$ cat src/rtl/mem_request_ctrl.sv
// MEM-stage request controller: issues data-cache requests from the EX/MEM fields
// and generates the pipeline write-enable and flush strobes.
module mem_request_ctrl #(
    parameter int ADDR_W   = 32,
    parameter int DATA_W   = 32,
    parameter int MAX_WAIT = 255
) (
    input  logic              CLK,
    input  logic              nRST,
    input  logic              memcuDRE,
    input  logic              memcuDWE,
    input  logic              memcuHALT,
    input  logic [ADDR_W-1:0] memOutput_Port,
    input  logic [DATA_W-1:0] memrdat2,
    input  logic              brflush,
    input  logic              ihit,
    input  logic              dhit,
    input  logic [DATA_W-1:0] dmemload,
    output logic              dmemREN,
    output logic              dmemWEN,
    output logic [ADDR_W-1:0] dmemaddr,
    output logic [DATA_W-1:0] dmemstore,
    output logic [DATA_W-1:0] dload,
    output logic              ifW,
    output logic              idW,
    output logic              exW,
    output logic              memW,
    output logic              ifRST,
    output logic              idRST,
    output logic              exRST,
    output logic              halt,
    output logic              timeout
);
    localparam int               CNT_W   = $clog2(MAX_WAIT + 1);
    localparam logic [CNT_W-1:0] CNT_MAX = CNT_W'(MAX_WAIT);

    typedef enum logic [1:0] {IDLE, DREQ, DDONE, HALTED} state_t;

    state_t           state;
    logic [CNT_W-1:0] wait_cnt;
    logic [CNT_W-1:0] cnt_inc;
    logic             req;
    logic             adv;

    assign req     = memcuDRE | memcuDWE;
    assign cnt_inc = wait_cnt + 1'b1;

    // The pipeline only moves when no data access is pending and the fetch has landed.
    always_comb begin
        adv = 1'b0;
        case (state)
            IDLE:    adv = ihit & ~memcuHALT & ~req;
            DDONE:   adv = ihit;
            default: adv = 1'b0;
        endcase
        if (!nRST) adv = 1'b0;
    end

    assign ifW   = adv;
    assign idW   = adv;
    assign exW   = adv;
    assign memW  = adv;
    assign ifRST = brflush & adv;
    assign idRST = brflush & adv;
    assign exRST = brflush & adv;

    always_ff @(posedge CLK or negedge nRST) begin
        if (!nRST) begin
            state     <= IDLE;
            dmemREN   <= 1'b0;
            dmemWEN   <= 1'b0;
            dmemaddr  <= '0;
            dmemstore <= '0;
            dload     <= '0;
            halt      <= 1'b0;
            timeout   <= 1'b0;
            wait_cnt  <= '0;
        end else begin
            case (state)
                IDLE: begin
                    if (memcuHALT) begin
                        state <= HALTED;
                        halt  <= 1'b1;
                    end else if (req) begin
                        dmemaddr  <= memOutput_Port;
                        dmemstore <= memrdat2;
                        dmemWEN   <= memcuDWE;
                        dmemREN   <= ~memcuDWE;
                        wait_cnt  <= '0;
                        state     <= DREQ;
                    end
                end
                DREQ: begin
                    if (dhit) begin
                        if (dmemREN) dload <= dmemload;
                        dmemREN  <= 1'b0;
                        dmemWEN  <= 1'b0;
                        wait_cnt <= '0;
                        state    <= DDONE;
                    end else if (wait_cnt != CNT_MAX) begin
                        wait_cnt <= cnt_inc;
                        if (cnt_inc == CNT_MAX) timeout <= 1'b1;
                    end
                end
                DDONE: begin
                    if (ihit) state <= IDLE;
                end
                default: state <= HALTED;
            endcase
        end
    end

endmodule

$ cat config.mk
export PLATFORM = sky130hd
export DESIGN_NAME = mem_request_ctrl
export DESIGN_NICKNAME = d
export VERILOG_FILES = /design/src/rtl/mem_request_ctrl.sv
export SDC_FILE = /design/constraint.sdc
export NUM_CORES = 1
export LEC_CHECK = 0
export CORE_UTILIZATION = 35
export DETAILED_ROUTE_END_ITERATION = 10
export MAX_ROUTING_LAYER = met4
export PLACE_DENSITY = 0.7
export SLEW_MARGIN = 20
export SYNTH_ARGS = -nofsm -noshare
export SYNTH_HDL_FRONTEND = slang
export SYNTH_SLANG_ARGS = --single-unit
$ cat constraint.sdc
create_clock -name CLK -period 3 [get_ports CLK]
set_clock_uncertainty 0.15 [all_clocks]
set_input_delay 0.6 -clock CLK [delete_from_list [all_inputs] [get_ports CLK]]
set_output_delay 0.6 -clock CLK [all_outputs]
set_load 0.01 [all_outputs]
==> results of run 1 <==
cell families (layout without fill, tap and decap cells):
| kind of cell | Yosys count | count (layout) |
|---|---|---|
| and+or+nand+nor | 23 | 23 |
| AOI/OAI and AO/OA | 29 | 29 |
| buffers and inverters | 27 | 244 |
| xor gates and xnor gates | 2 | 2 |
| DFF | 110 | 110 |
| muxes | 101 | 101 |
| adders and majority gates | 6 | 6 |
metrics by stage:
step	setup TNS [ns]	power, W	cells
3_3_place_gp	-0.6746	0.005469	666
5_1_grt	0	0.007308	683
6_report	0	0.006910	683
3_5_place_dp	-0.7209	0.005579	666
4_1_cts	0	0.007012	682
2_1_floorplan	0	0.003804	298
metal layers:
| layer | share of wire, % | vias to the layer above | track usage [%] |
|---|---|---|---|
| met4 | 2.8 | 0 | 9.264 |
| met1 | 39 | 1578 | 19.30 |
| li1 | - | 1476 | - |
| met3 | 5.9 | 24 | 3.901 |
| met5 | 0 | - | - |
| met2 | 52 | 117 | 30.48 |
synthesized netlist by cell type:
cell type / number
buf_4: 6
nor3_1: 2
a41oi_1: 2
a31oi_1: 2
o22ai_2: 1
nor2b_1: 1
nor3_2: 1
o2bb2ai_1: 1
o21ai_0: 5
nor2_2: 2
a21o_1: 1
mux2_1: 20
a211oi_1: 2
a22o_1: 1
o31ai_1: 1
nand3_1: 2
ha_1: 6
nor2_1: 3
inv_1: 8
nand3b_1: 1
buf_6: 4
mux2_2: 76
nand2b_2: 1
o211ai_1: 2
xnor2_1: 1
a41o_1: 1
a211o_1: 1
xor2_1: 1
o211a_1: 1
buf_2: 9
a21oi_1: 6
and2_1: 1
dfrtp_1: 110
and3_1: 2
a21boi_0: 1
nand4_1: 3
o22ai_1: 1
nand2_1: 4
mux2i_1: 5
how the worst min path moves through the flow:
stage,from,to,depth (start not counted)
final,nRST,dmemREN,2
after CTS,nRST,dmemREN,2
after detailed placement,halt,halt,1
after floorplan,nRST,dload[0],0
after global placement,halt,halt,1
after global routing,nRST,dmemREN,2
power by group:
group / total, W / switching (W) / leakage [nW] / internal (W)
registers: 0.00250 / 0.000334 / 1.34 / 0.00217
logic: 0.00301 / 0.00112 / 1.55 / 0.00189
clock network: 0.00139 / 0.000530 / 0.176 / 0.000863
critical path, stage by stage:
cell             delay, ns
clkdlybuf4s50_1       0.42
nand2b_2              0.22
nor3_4                0.13
o211a_1               0.18
and2_1                0.19
dlygate4sd2_1         0.29
sequential cells by signal (all words and copies together), names as in the netlist:
signal / count
dload: 32
dmemaddr: 32
dmemstore: 32
wait_cnt: 8
state: 2
dmemREN: 1
dmemWEN: 1
halt: 1
timeout: 1
area by class of cell:
type,instances,area (um2)
Clock buffer,11,252.7
Timing Repair Buffer,220,2210
Clock inverter,5,103.9
Sequential cell,110,2753
Multi-Input combinational cell,161,1584
Inverter,8,30.03
Fill cell,1018,5069
Tap cell,168,210.2
==> qor.csv, run 1 <==
metric;value;unit
Final Net Count;620;
post_cts resized;7;
Mapped Area;4473;um2
grt ovf;0;
area share of the largest cell type after synthesis;61.54;%
# setup viols final;0;
CTS HTree Levels;3;
pre-CTS setup slack;-0.1484;ns
DR DRC count;0;
most frequent cells in the layout;202 x clkdlybuf4s50_1, 110 x dfrtp_1, 76 x mux2_2, 20 x mux2_1;
input/output buffers;210;
fin crit period;2.782;ns
critical path class;input port to output port;
Clock Path Buffers;2;
Synth Area in Compound Gates;4.531;%
die height;115.1;um
# IOs;211;
Post-CTS Repair Setup Buffers;0;
Final Slew Violations;0;
worst setup margin;0.2181;ns
FF-to-FF End;dmemaddr[6];
crit path max fanout;3;
CP endpoint;exRST;
vias in the first global route;3386;
Initial DRT Pass Iterations;4;
Worst EP arrival;2.03;ns
reg2reg setup slack;0.91;ns
r2r startpoint;state[0];
clock sinks;110;
vias post-DR;3195;
crit path from;memcuHALT;
Synth cell types;39;
final worst path period share;92.73;%
Post-Synth Simple-Gate Area;2.881;%
ranking of synthesized cells by area;dfrtp_1 62%, mux2_2 19%, mux2_1 5.0%;
number of placement rows;40;
Worst-Margin Slew;0.6560;ns
initial core utilization;36.63;%
CTS tree;yes;
Critical Path RT;2.25;ns
Syn Nets;408;
Fmax;0.3595;GHz
ANT cells;0;
worst hold margin;0.1369;ns
Clock Tree Root;clkbuf_16;
Mapped Cells;298;
final core occ;58.49;%
syn avg cell area;15.01;um2
pin count of the biggest net entering global routing;78;
CTS buffer count;9;
Layout area overhead;59.69;%
dpl cell area;6733;um2
Cell Pwr Density;967.4;nW/um2
GRT Util Overall;17.77;%
P_leak;3.060;nW
Reg2Reg Depth;7;
HP Class;input port to async pin;
sequential share of the synthesized area;61.54;%
Startpoint Class;input port;
die area;13240;um2
Synth Area in XOR/XNOR;0.3916;%
mean number of vias per cell;4.678;
Setup crit end kind;output port;
clock transition at the registers of the reported paths;0.07;ns
Skew-Pair Late Insertion Delay;0.35;ns
MaxCap Viol Count;0;
antenna violations before repair;0;
die width;115.1;um
post-DP HPWL;8237;um
final WL;11000;um
first-pass GRT wire length;17110;um
initial DRC count;109;
Adder-Cell Fraction of Synth Area;1.678;%
hold buffer count at CTS;0;
GP Congestion;0.7684;
Hold Violations, Final;0;
Synth area leader;dfrtp_1;
drt wl/cell;16.10;um
design area;7143;um2
FF+latch count, synth;110;
Core ar.;12210;um2
mux cell area share after synthesis;25.29;%
layout cells sized above 1;21.36;%
status;finished, final reports clean;
worst vdd ir;502.3;uV
Final ANT Viol Nets;0;
yosys warns;0;
RSZ-0062 raised after global routing;no;
slew margin rel.;56.10;%
combinational family with the most area after synthesis;multiplexers;
most common cell after layout, fill and taps aside;clkdlybuf4s50_1;
Power figures use the tool's default switching activity.
==> run 2, diff against run 1 <==
- SETUP_SLACK_MARGIN: unset -> 0.15
==> run 2 against run 1 <==
  * Total power barely moved
  * Sequential cell count stayed put
  * Highest routed layer unchanged
  * Non-clock buffer count unchanged
  * Global-route usage unchanged
  * Worst hold slack better by 0.0072 ns
  * Design area decreased by 0.25%
  * Final cell count did not move
  * Largest power group unchanged
  * Wire length hardly changed
  * Via count increased by 0.25%
  * Clock power barely moved
  * Critical path depth stayed put
  * Count of clock-buffer cells in the layout unchanged
==> qor.csv, run 2 (synthesized netlist as in run 1, its figures left out) <==
metric;value;unit
Setup crit end kind;output port;
pre-CTS setup slack;-0.1484;ns
Initial DRT Pass Iterations;5;
Layout area overhead;59.30;%
MaxCap Viol Count;0;
CTS buffer count;9;
worst vdd ir;502.1;uV
most frequent cells in the layout;202 x clkdlybuf4s50_1, 110 x dfrtp_1, 76 x mux2_2, 20 x mux2_1;
# IOs;211;
input/output buffers;210;
final core occ;58.35;%
sw power;0.001989;W
# setup viols final;0;
DR DRC count;0;
Clock Power Share;20.2;%
GP Congestion;0.7684;
Seq pwr share;36.2;%
die width;115.1;um
worst setup margin;0.2167;ns
post-DP HPWL;8237;um
Hold Violations, Final;0;
final worst path period share;92.78;%
Cell Pwr Density;969.4;nW/um2
Final ANT Viol Nets;0;
Fmax;0.3593;GHz
Comb pwr share;43.6;%
crit path max fanout;3;
vias in the first global route;3386;
fin cells;683;
clock transition at the registers of the reported paths;0.07;ns
grt ovf;0;
CP endpoint;exRST;
final WL;10990;um
clock sinks;110;
hold buffer count at CTS;0;
Clock Path Buffers;2;
RSZ-0062 raised after global routing;yes;
most common cell after layout, fill and taps aside;clkdlybuf4s50_1;
dpl cell area;6733;um2
Startpoint Class;input port;
CTS tree;yes;
first-pass GRT wire length;17110;um
FF-to-FF End;dmemaddr[6];
Skew-Pair Late Insertion Delay;0.35;ns
die height;115.1;um
crit path from;memcuHALT;
Core ar.;12210;um2
Worst-Margin Slew;0.6588;ns
Critical Path RT;2.25;ns
die area;13240;um2
Sw Share;28.79;%
layout cells sized above 1;21.36;%
Reg2Reg Depth;7;
number of placement rows;40;
Worst EP arrival;2.03;ns
mean number of vias per cell;4.690;
P_leak;3.018;nW
reg2reg setup slack;0.92;ns
Filler Cell Count;1019;
initial DRC count;104;
total power;0.006908;W
ANT cells;0;
Final Net Count;620;
critical path class;input port to output port;
HP Class;input port to async pin;
r2r startpoint;state[0];
Post-CTS Repair Setup Buffers;0;
Pint;0.004919;W
status;finished, final reports clean;
pin count of the biggest net entering global routing;78;
initial core utilization;36.63;%
CTS HTree Levels;3;
design area;7126;um2
GRT Util Overall;17.77;%
fin crit period;2.783;ns
Final Slew Violations;0;
Post-Place Cells;666;
antenna violations before repair;0;
Clock Tree Root;clkbuf_16;
drt wl/cell;16.08;um
biggest regs;dload: 32 flops, dmemaddr: 32 flops, dmemstore: 32 flops;
slew margin rel.;55.92;%
vias post-DR;3203;
## run 2: changes by cell type in the layout (fill, tap and decap cells not counted)
cell and delta:
dlygate4sd2_1 +3, dlymetal6s2s_1 -3, nor3_2 +1, nor3_4 -1
## run 2: cell type report
| cell class | count | area (um2) | share of cell area (%) |
|---|---|---|---|
| Clock buffer | 11 | 252.7 | 3.547 |
| Clock inverter | 5 | 103.9 | 1.457 |
| Inverter | 8 | 30.03 | 0.4214 |
| Multi-Input combinational cell | 161 | 1578 | 22.14 |
| Sequential cell | 110 | 2753 | 38.63 |
| Tap cell | 168 | 210.2 | 2.950 |
| Timing Repair Buffer | 220 | 2198 | 30.85 |
## run 2: per-layer routing
metal | share of wire, % | routed length [um] | global-route usage [%]
met1 | 39 | 4271 | 19.30
met2 | 52 | 5757 | 30.48
met3 | 5.9 | 650 | 3.901
met4 | 2.8 | 306 | 9.264
met5 | 0 | 0 | -
## run 2: critical path, stage by stage
cell,delay (ns)
clkdlybuf4s50_1,0.42
nand2b_2,0.20
nor3_2,0.15
o211a_1,0.19
and2_1,0.18
dlygate4sd2_1,0.28
## run 2: per-stage QoR
stage	hold WS, ns	setup TNS (ns)
floorplan	0.1544	0
finish	0.1442	0
detailed placement	0.3055	-0.7209
global placement	0.3029	-0.6746
global route	0.1792	0
CTS	0.1449	0
## run 2: worst min path at each step
stage               end  slack [ns]
4_1_cts         dmemREN        0.14
3_3_place_gp       halt        0.30
3_5_place_dp       halt        0.31
5_1_grt         dmemREN        0.18
2_1_floorplan  dload[0]        0.15
6_report        dmemREN        0.14
## run 2: repair_timing
| action | CTS | global route |
|---|---|---|
| resized for setup | 10 | 0 |
| pin swaps | 0 | 0 |
| setup endpoints to repair | 7 | 3 |
## run 2: power groups by stage
stage,registers (W),clock network [W],logic [W]
after CTS,0.00251,0.00144,0.00306
after global routing,0.00259,0.00150,0.00321
after detailed placement,0.00254,0,0.00304
after global placement,0.00249,0,0.00298
final,0.00250,0.00139,0.00301
after floorplan,0.00284,0,0.000966
==> run 3, diff against run 2 <==
- ABC_CLOCK_PERIOD_IN_PS: unset -> 3000
- CELL_PAD_IN_SITES_DETAIL_PLACEMENT: unset -> 0
- CELL_PAD_IN_SITES_GLOBAL_PLACEMENT: unset -> 1
- CORE_UTILIZATION: 35 -> 34
- PLACE_DENSITY: 0.7 -> unset
- PLACE_DENSITY_LB_ADDON: unset -> 0.1
==> run 3 against run 2 <==
  * Sequential share of layout area is 0.18 points higher
  * Critical path type unchanged
  * Sequential cell count is the same
  * Final cell count up 0.44%
  * Die area rose by 2.9%
==> qor.csv, run 3 (synthesized netlist as in run 1, its figures left out) <==
metric;value;unit
number of placement rows;41;
Clock Path Buffers;2;
Worst EP arrival;1.94;ns
vias post-DR;3136;
fin crit period;2.693;ns
die area;13620;um2
critical path class;input port to output port;
total power;0.006851;W
P_leak;3.000;nW
Final ANT Viol Nets;0;
MaxCap Viol Count;0;
die width;116.7;um
most common cell after layout, fill and taps aside;clkdlybuf4s50_1;
clock sinks;110;
worst hold margin;0.2652;ns
CTS tree;yes;
Post-CTS Repair Setup Buffers;0;
biggest regs;dload: 32 flops, dmemaddr: 32 flops, dmemstore: 32 flops;
GRT Util Overall;16.87;%
final WL;11040;um
CTS buffer count;9;
HP Class;input port to async pin;
Hold Violations, Final;0;
antenna violations before repair;0;
initial core utilization;35.16;%
Layout area overhead;58.55;%
slew margin rel.;52.48;%
Final Net Count;620;
Core ar.;12720;um2
reg2reg setup slack;0.88;ns
input/output buffers;210;
crit path max fanout;3;
initial DRC count;146;
DR DRC count;0;
grt ovf;0;
Final Slew Violations;0;
Startpoint Class;input port;
clock transition at the registers of the reported paths;0.07;ns
Fmax;0.3713;GHz
CTS HTree Levels;3;
Worst-Margin Slew;0.7102;ns
Clock Tree Root;clkbuf_16;
RSZ-0062 raised after global routing;no;
Critical Path RT;2.25;ns
Skew-Pair Late Insertion Delay;0.34;ns
r2r startpoint;state[1];
Initial DRT Pass Iterations;4;
drt wl/cell;16.09;um
first-pass GRT wire length;16350;um
Reg2Reg Depth;6;
die height;116.7;um
post-DP HPWL;8222;um
Cell Pwr Density;966.1;nW/um2
hold buffer count at CTS;0;
FF-to-FF End;state[1];
# setup viols final;0;
worst vdd ir;446.0;uV
final worst path period share;89.76;%
Setup crit end kind;output port;
most frequent cells in the layout;202 x clkdlybuf4s50_1, 110 x dfrtp_1, 76 x mux2_2, 20 x mux2_1, 10 x buf_4;
mean number of vias per cell;4.571;
ANT cells;0;
GP Congestion;0.7489;
vias in the first global route;3108;
pin count of the biggest net entering global routing;57;
status;finished, final reports clean;
# IOs;211;
crit path from;memcuHALT;
layout cells sized above 1;21.01;%
==> run 3: worst max path at each step <==
stage / to / slack (ns) / depth (start not counted)
floorplan: idRST / 0.64 / 7
global placement: exRST / -0.03 / 6
detailed placement: exRST / -0.07 / 6
CTS: exRST / 0.29 / 6
global route: ifRST / 0.19 / 6
finish: exRST / 0.31 / 6
==> run 3: timing repair <==
action,CTS,global route
endpoints found under the hold margin,0,0
gates resized for setup,10,0
endpoints found under the setup margin,7,0
==> run 3: critical path, stage by stage <==
cell	delay, ns
clkdlybuf4s50_1	0.41
nand2b_2	0.19
nor3_2	0.14
o211a_1	0.17
and2_1	0.15
dlygate4sd2_1	0.28
==> run 3: power by group <==
part           internal (W)  switching [W]  leakage, nW
Combinational       0.00189        0.00112         1.50
Clock              0.000833       0.000510        0.166
Sequential          0.00217       0.000332         1.34
==> run 3: per-layer routing <==
layer | share of wire (%) | GRT usage [%]
met1 | 41 | 19.61
met2 | 48 | 26.79
met3 | 8.1 | 4.515
met4 | 2.9 | 8.776
met5 | 0 | -
==> run 3: metrics by stage <==
step	instance area (um2)	setup slack, ns	TNS, ns	cells	util (%)
floorplan	4473	0.6421	0	298	-
detailed placement	6745	-0.06517	-0.1743	671	53.02
global route	7092	0.1925	0	686	55.74
CTS	7092	0.2894	0	686	55.74
global placement	6745	-0.02552	-0.07480	671	53.02
finish	7092	0.3071	0	686	55.74
==> run 3: layout make-up <==
class	instances	area, um2
Tap cell	172	215.2
Clock buffer	11	242.7
Multi-Input combinational cell	161	1578
Clock inverter	4	95.09
Sequential cell	110	2753
Inverter	8	30.03
Fill cell	1104	5630
Timing Repair Buffer	220	2178
